File: src/rtl/alimentador_pkg.sv
// Package for the ring feeder alimentador_anillo.
// Holds the lane count, the row/column index width, the FSM state
// encoding and the default coefficient width shared by the feeder
// and its column selector.
package alimentador_pkg;

    localparam int N_LANES   = 4;
    localparam int IDX_W     = 2;
    localparam int W_DEFAULT = 16;

    typedef logic [IDX_W-1:0] idx_t;

    typedef enum logic [1:0] {
        IDLE   = 2'd0,
        STREAM = 2'd1,
        FIN    = 2'd2
    } state_t;

endpackage

File: src/rtl/alimentador_selector_diagonal.sv
// selector_diagonal: column select for one lane of the skewed stream.
// Lane i at beat k reads column (i + k) mod 4.
// Ports:
//   lane  in  IDX_W  lane index i (constant per instance)
//   beat  in  IDX_W  beat counter k
//   col   out IDX_W  selected column (i + k) mod 4
module selector_diagonal
    import alimentador_pkg::*;
(
    input  idx_t lane,
    input  idx_t beat,
    output idx_t col
);

    // Both operands are IDX_W bits wide, so the sum wraps modulo 4 for free.
    assign col = lane + beat;

endmodule

File: src/rtl/alimentador_anillo.sv
// alimentador_anillo: upstream feeder for the 4-lane systolic ring.
// Stores a 4x4 matrix of W-bit coefficients written one word at a time,
// and on start streams it into the ring as four diagonal beats:
// lane i at beat k carries M[i][(i+k) mod 4].
// Ports:
//   clk           in   single clock, rising edge
//   reset         in   asynchronous active-low reset
//   wr_en         in   write strobe for the matrix store (IDLE only)
//   wr_fila       in   row index of the write
//   wr_col        in   column index of the write
//   wr_dato       in   coefficient written to M[wr_fila][wr_col]
//   start         in   request one 4-beat stream (level, sampled each cycle)
//   a1..a4        out  registered lane outputs, zero outside a beat
//   a_valid       out  high while a1..a4 carry a beat
//   busy          out  high in STREAM and FIN
//   done          out  one-cycle pulse after the last beat
//   err           out  one-cycle pulse when start or wr_en is rejected
module alimentador_anillo
    import alimentador_pkg::*;
#(
    parameter int W = W_DEFAULT
)
(
    input  logic             clk,
    input  logic             reset,
    input  logic             wr_en,
    input  logic [IDX_W-1:0] wr_fila,
    input  logic [IDX_W-1:0] wr_col,
    input  logic [W-1:0]     wr_dato,
    input  logic             start,
    output logic [W-1:0]     a1,
    output logic [W-1:0]     a2,
    output logic [W-1:0]     a3,
    output logic [W-1:0]     a4,
    output logic             a_valid,
    output logic             busy,
    output logic             done,
    output logic             err
);

    state_t state_q, state_d;
    idx_t   k_q, k_d;

    logic [W-1:0] m_q    [N_LANES][N_LANES];
    logic [W-1:0] m_d    [N_LANES][N_LANES];
    logic [W-1:0] lane_q [N_LANES];
    logic [W-1:0] lane_d [N_LANES];
    idx_t         col    [N_LANES];

    logic in_busy;
    logic wr_ok;
    logic err_d;
    logic a_valid_q, busy_q, done_q, err_q;

    assign in_busy = (state_q != IDLE);
    assign wr_ok   = wr_en && !in_busy;
    // A single pulse covers a rejected start, a rejected write, or both.
    assign err_d   = in_busy && (wr_en || start);

    // ------------------------------------------------------------------
    // FSM next state and beat counter
    // ------------------------------------------------------------------
    always_comb begin
        // NOTE: every output of a combinational block gets a default first,
        // so no path through the case leaves it unassigned (no latch).
        state_d = state_q;
        k_d     = k_q;
        unique case (state_q)
            IDLE: begin
                if (start) begin
                    state_d = STREAM;
                    k_d     = '0;
                end
            end
            STREAM: begin
                if (k_q == idx_t'(N_LANES - 1)) begin
                    state_d = FIN;
                    k_d     = '0;
                end else begin
                    k_d = k_q + idx_t'(1);
                end
            end
            FIN: begin
                state_d = IDLE;
            end
            default: begin
                state_d = IDLE;
                k_d     = '0;
            end
        endcase
    end

    // ------------------------------------------------------------------
    // Matrix store next value. The lane mux reads m_d rather than m_q so
    // that a write landing on the same edge as start is already visible
    // in beat 0.
    // ------------------------------------------------------------------
    always_comb begin
        // NOTE: combinational blocks use blocking '='; the later write to
        // one element overrides the copy made just above it.
        m_d = m_q;
        if (wr_ok) begin
            m_d[wr_fila][wr_col] = wr_dato;
        end
    end

    // One diagonal column selector per lane, driven by the next beat index
    // because the lane outputs are registered.
    for (genvar gi = 0; gi < N_LANES; gi++) begin : g_sel
        selector_diagonal u_sel (
            .lane (idx_t'(gi)),
            .beat (k_d),
            .col  (col[gi])
        );
    end

    always_comb begin
        for (int i = 0; i < N_LANES; i++) begin
            lane_d[i] = (state_d == STREAM) ? m_d[i][col[i]] : '0;
        end
    end

    // ------------------------------------------------------------------
    // State register
    // ------------------------------------------------------------------
    always_ff @(posedge clk or negedge reset) begin
        // NOTE: sequential state uses non-blocking '<=' so every register
        // samples values from before the edge.
        if (!reset) begin
            state_q <= IDLE;
            k_q     <= '0;
        end else begin
            state_q <= state_d;
            k_q     <= k_d;
        end
    end

    // ------------------------------------------------------------------
    // Matrix store and registered outputs
    // ------------------------------------------------------------------
    always_ff @(posedge clk or negedge reset) begin
        if (!reset) begin
            // NOTE: the coefficient store is cleared on reset on purpose; a
            // stream started straight after reset must read all zeros.
            for (int r = 0; r < N_LANES; r++) begin
                for (int c = 0; c < N_LANES; c++) begin
                    m_q[r][c] <= '0;
                end
            end
            for (int i = 0; i < N_LANES; i++) begin
                lane_q[i] <= '0;
            end
            a_valid_q <= 1'b0;
            busy_q    <= 1'b0;
            done_q    <= 1'b0;
            err_q     <= 1'b0;
        end else begin
            m_q       <= m_d;
            lane_q    <= lane_d;
            a_valid_q <= (state_d == STREAM);
            busy_q    <= (state_d != IDLE);
            done_q    <= (state_d == FIN);
            err_q     <= err_d;
        end
    end

    assign a1      = lane_q[0];
    assign a2      = lane_q[1];
    assign a3      = lane_q[2];
    assign a4      = lane_q[3];
    assign a_valid = a_valid_q;
    assign busy    = busy_q;
    assign done    = done_q;
    assign err     = err_q;

endmodule

File: config.mk
export PLATFORM = sky130hd
export DESIGN_NAME = alimentador_anillo
export DESIGN_NICKNAME = d
export VERILOG_FILES = /design/src/rtl/alimentador_pkg.sv /design/src/rtl/alimentador_selector_diagonal.sv /design/src/rtl/alimentador_anillo.sv
export SDC_FILE = /design/constraint.sdc
export NUM_CORES = 1
export LEC_CHECK = 0
export BUFFER_PORTS_ARGS = -buffer_cell sky130_fd_sc_hd__buf_2
export CAP_MARGIN = 10
export CORE_MARGIN = 5
export CORE_UTILIZATION = 35
export DETAILED_ROUTE_END_ITERATION = 6
export HOLD_SLACK_MARGIN = 0.08
export PLACE_DENSITY_LB_ADDON = 0.08
export REMOVE_ABC_BUFFERS = 1
export SLEW_MARGIN = 5
export SYNTH_ARGS = -nofsm -noshare
export SYNTH_HDL_FRONTEND = slang
export SYNTH_SLANG_ARGS = --single-unit
File: constraint.sdc
create_clock -name clk -period 3.3 [get_ports clk]
set_input_delay 0.33 -clock clk [delete_from_list [all_inputs] [get_ports clk]]
set_output_delay 0.33 -clock clk [all_outputs]
set_load 0.02 [all_outputs]
* Word level (Yosys, flattened, before mapping)
Index checks and enable logic that the tools add are counted.
** Storage, ports and cells
- Flip-flop bits (word level) :: 328
- Output and inout bits :: 68
** Operators by class
- Add/sub/neg operators :: 4
- Magnitude comparators :: 8
- Equality and inequality tests :: 5
- Muxes and demuxes :: 28
- Bitwise operators :: 6
- Reduce and logical (&&, ||, !) cells :: 9
** Operator list (number)
- 256-bit bitwise mux :: 1
- 256-bit 2-to-1 mux :: 1
- 16-bit 2-to-1 mux :: 13
- 16-bit binary-select mux with 2-bit select :: 4
- 64-bit demux with 2-bit select :: 1
- 64-bit 2-to-1 mux :: 1
- 16-bit demux with 2-bit select :: 1
- 3-bit >= comparator, second input constant :: 6
- 2-bit NOT with 3-bit output :: 6
- 2-bit 2-to-1 mux :: 4
- 2-bit equality test, second input constant :: 3
- 3-bit by 1-bit less-than comparator with 1-bit output, second input constant :: 2
- 2-bit case mux with 3 select lines :: 1
- 2-bit adder, first input constant :: 2
- 2-bit by 1-bit equality test with 1-bit output, second input constant :: 2
- 1-bit logical AND :: 4
- 2-bit case mux with 2 select lines :: 1
- 2-bit nonzero test :: 2
- 1-bit by 2-bit adder with 2-bit output, first input constant :: 1
- 2-bit by 1-bit adder with 2-bit output, second input constant :: 1
- 2-bit zero test :: 1
- 1-bit zero test :: 1
- 1-bit logical OR :: 1

* Logic depth before layout (Yosys ltp)
- Depth in word-level cells :: 13
- Gate-level depth with buffers :: 9
- Mapped depth without buffers :: 7

* Cells and area by module
From an unflattened synthesis, not the netlist that was laid out.
** Unflattened totals
- Cells, all modules :: 1253
- Area total of the unflattened synthesis :: 14951.8 µm²
** Modules (own cells, without submodules)
- alimentador_anillo :: instances 1, cells each 1245, area an instance 14806.7 µm², sequential area each 8207.9 µm²
- selector_diagonal :: instances 4, cells each 2, area an instance 36.3 µm², sequential area each 0.0 µm²

* Worst setup path before layout
Ideal clock, no wire load.
- Path type :: flip-flop to flip-flop
- From :: reg state_q[1]
- To :: reg lane_q (netlist bit a3[14])
- Setup time :: 94 ps
- Arrival :: 2246 ps
- Data required time :: 3206 ps
- Setup slack :: 960 ps
- Stages on the path, launching flop included :: 10
- Period minus slack after synthesis :: 2340 ps
- Cells stage by stage :: dfrtp_1 buf_2 nand4bb_1 clkbuf_1 or4b_1 buf_2 buf_4 mux2_2 a2bb2o_1 a211oi_1
** RTL lines
- start, declared :: RTL line alimentador_anillo.sv:41 : state_t state_q, state_d;
- start signal, assigned :: RTL line alimentador_anillo.sv:133 : state_q <= state_d;
- end signal, assigned :: RTL line alimentador_anillo.sv:159 : lane_q <= lane_d;
- end, declared :: RTL line alimentador_anillo.sv:46 : logic [W-1:0] lane_q [N_LANES];

==> impl_metrics.ini <==
[power]
power_mw = 16.8
p_leak_nw = 8.18
powerDensity_nw_per_um2 = 1050
vdd_drop_max_v = 0.000454

[job]
maxCapViolations = 0

[timing]
clock_skew_ps = 21.9
setup_ws_ps = 560
whs_ps = 163
slew_violations = 0
max_freq_ghz = 0.365
max-slew-margin-rel_pct = 46.3
worstMarginPinSlew_ps = 805
finalCritPeriodShare_pct = 83.0
rsz0062_at_grt = false
hold_viol_final = 0
finalCriticalPeriod_ps = 2740
setup_violations = 0

[grt]
grt_max_degree = 127
track_usage_pct = 17.6
overflow = 0
grt_antenna_before_repair = 0
first_global_vias = 8784
grt_first_pass_wirelength_mm = 56.1

[cells_and_area]
ff_latch_area_um2 = 8210
fill_cells = 3573
drive_above_1_share_pct = 32.7
nets = 1135
antenna_cells = 0
final_cell_mix = 328 x dfrtp_1, 164 x mux2_2, 95 x inv_1
fin_util_pct = 42.3
multiInputGateArea_um2 = 4570
syn_to_final_growth_pct = 18.9
final_common_cell = dfrtp_1

[yosys]
synth_cells = 1007
netlist_area_um2 = 13400
synth_area_per_cell_um2 = 13.3
ys_seq_area_share_pct = 61.2
yosysWarnings = 0
synth-seq-cells = 328
ys.flop_type = dfrtp_1
synth_cell_types = 44
synth_edf_count = 0
async_flop_share_pct = 100

[die]
dieArea_um2 = 42400
initial_core_util_pct = 35.5
die_width_um = 206
io_pins = 92
rows = 71
core-area_um2 = 37800
die_height_um = 206

[critical_path]
timing.reg2reg.setup_slack_ps = 560
cp_data_arrival_time_ps = 3170
startpoint_type = flop
crit_type = reg2reg
critPathCaptureType = flop
cp_data_required_time_ps = 3730
crit_path_max_fanout = 11

[place]
dpl.hpwl_mm = 21.1
place_ws_ps = 546
io_buffers = 91
gp_congestion = 0.736

[clocking]
clock_latency_ps = 550
htreeDepth = 2
cts_buffer_depth = 3
cts_setup_buffers = 0
cts_tree = built
root_buffer = clkbuf_16
cts.sinks = 328
clk_pin_slew_ps = 60
postCtsHoldBufs = 3
cts_resized = 0
cts_buffers = 39

[routing]
drcViolationCount = 0
routed_wl_mm = 36.2
drt-vias-per-instance = 4.97
first_pass_iters = 5
routedWlPerCell_um = 22.0
ant_nets = 0
drt_iter0_drc = 374
vias = 8203

[run_status]
outcome = finished, final reports clean

[hold_path]
hold_path_class = in2async
-- through the flow --
| step | TNS (ps) | area, um^2 | std cells |
|---|---|---|---|
| finish | 0 | 16000 | 1649 |
| global route | 0 | 16000 | 1649 |
| CTS | 0 | 16000 | 1649 |
| detailed placement | 0 | 14600 | 1577 |
| global placement | 0 | 14600 | 1577 |
| floorplan | -28190 | 13100 | 934 |
-- cell families after synthesis --
family | share of synthesized area, %
adder cells (fa/ha/maj) | 0.0932
AO/OA/AOI/OAI | 9.01
AND/OR/NAND/NOR | 4.01
multiplexers | 20.6
buffers and inverters | 5.11
flip-flops | 61.2
-- sequential cells by signal, summed over array words and instances, names as in the netlist --
name and flops:
a1 16, a2 16, a3 16, a4 16
a_valid 1, busy 1, done 1, err 1
k_q 2, m_q 256, state_q 2
-- final timing paths --
| path | from | end | cells past startpoint |
|---|---|---|---|
| max reg2reg | state_q[0]$_DFF_PN0_ | a2[4]$_DFF_PN0_ | 6 |
| max | state_q[0]$_DFF_PN0_ | a2[4]$_DFF_PN0_ | 6 |
| min | reset | a1[6]$_DFF_PN0_ | 2 |
| min in group clk | wr_dato[0] | m_q[112]$_DFF_PN0_ | 3 |
| max in group asynchronous | reset | m_q[94]$_DFF_PN0_ | 3 |
| min reg2reg | m_q[143]$_DFF_PN0_ | m_q[143]$_DFF_PN0_ | 2 |
-- critical path: stages (launching register included) --
cell and delay, ps:
dfrtp_1 490, or4b_4 630, nor2_4 550, buf_4 270, mux2i_1 90, a2bb2o_1 270
nor3_1 290
-- synthesized netlist by cell type (4+ instances only) --
cell / n / area [um^2]
nand2_1: 5 / 18.8
dfrtp_1: 328 / 8210
mux2i_1: 92 / 921
a2bb2o_1: 34 / 340
o22ai_1: 11 / 68.8
buf_4: 4 / 30.0
nor3_1: 27 / 135
nand2b_1: 6 / 37.5
o211a_1: 13 / 130
o2111a_1: 5 / 56.3
buf_2: 14 / 70.1
o21ai_0: 45 / 225
nor2_1: 36 / 135
a222oi_1: 13 / 130
nand3_1: 4 / 20.0
clkbuf_1: 52 / 195
a211oi_1: 19 / 143
o22a_1: 6 / 52.6
mux2_2: 164 / 1850
inv_1: 95 / 357
and2_1: 4 / 25.0
-- power breakdown --
| group | leakage (nW) | switching, mW | internal (mW) |
|---|---|---|---|
| Combinational | 3.30 | 3.72 | 2.63 |
| Clock | 0.631 | 1.69 | 2.57 |
| Sequential | 4.25 | 0.450 | 5.73 |
| Total | 8.18 | 5.86 | 10.9 |
-- final cells by class --
class	count	area share, %
well taps	511	4.01
clock inverters	8	0.517
inverters	95	2.23
repair buffers	135	5.66
clock buffers	61	7.52
multi-input cells	511	28.6
flip-flops and latches	328	51.4
-- layer usage --
| layer | GRT usage, % | part of all wire [%] | vias up |
|---|---|---|---|
| li1 | - | - | 3736 |
| met1 | 24.7 | 48 | 4291 |
| met2 | 28.5 | 47 | 128 |
| met3 | 2.68 | 3.2 | 48 |
| met4 | 5.01 | 2.0 | 0 |
| met5 | 0 | 0 | - |
Power figures use the tool's default switching activity.
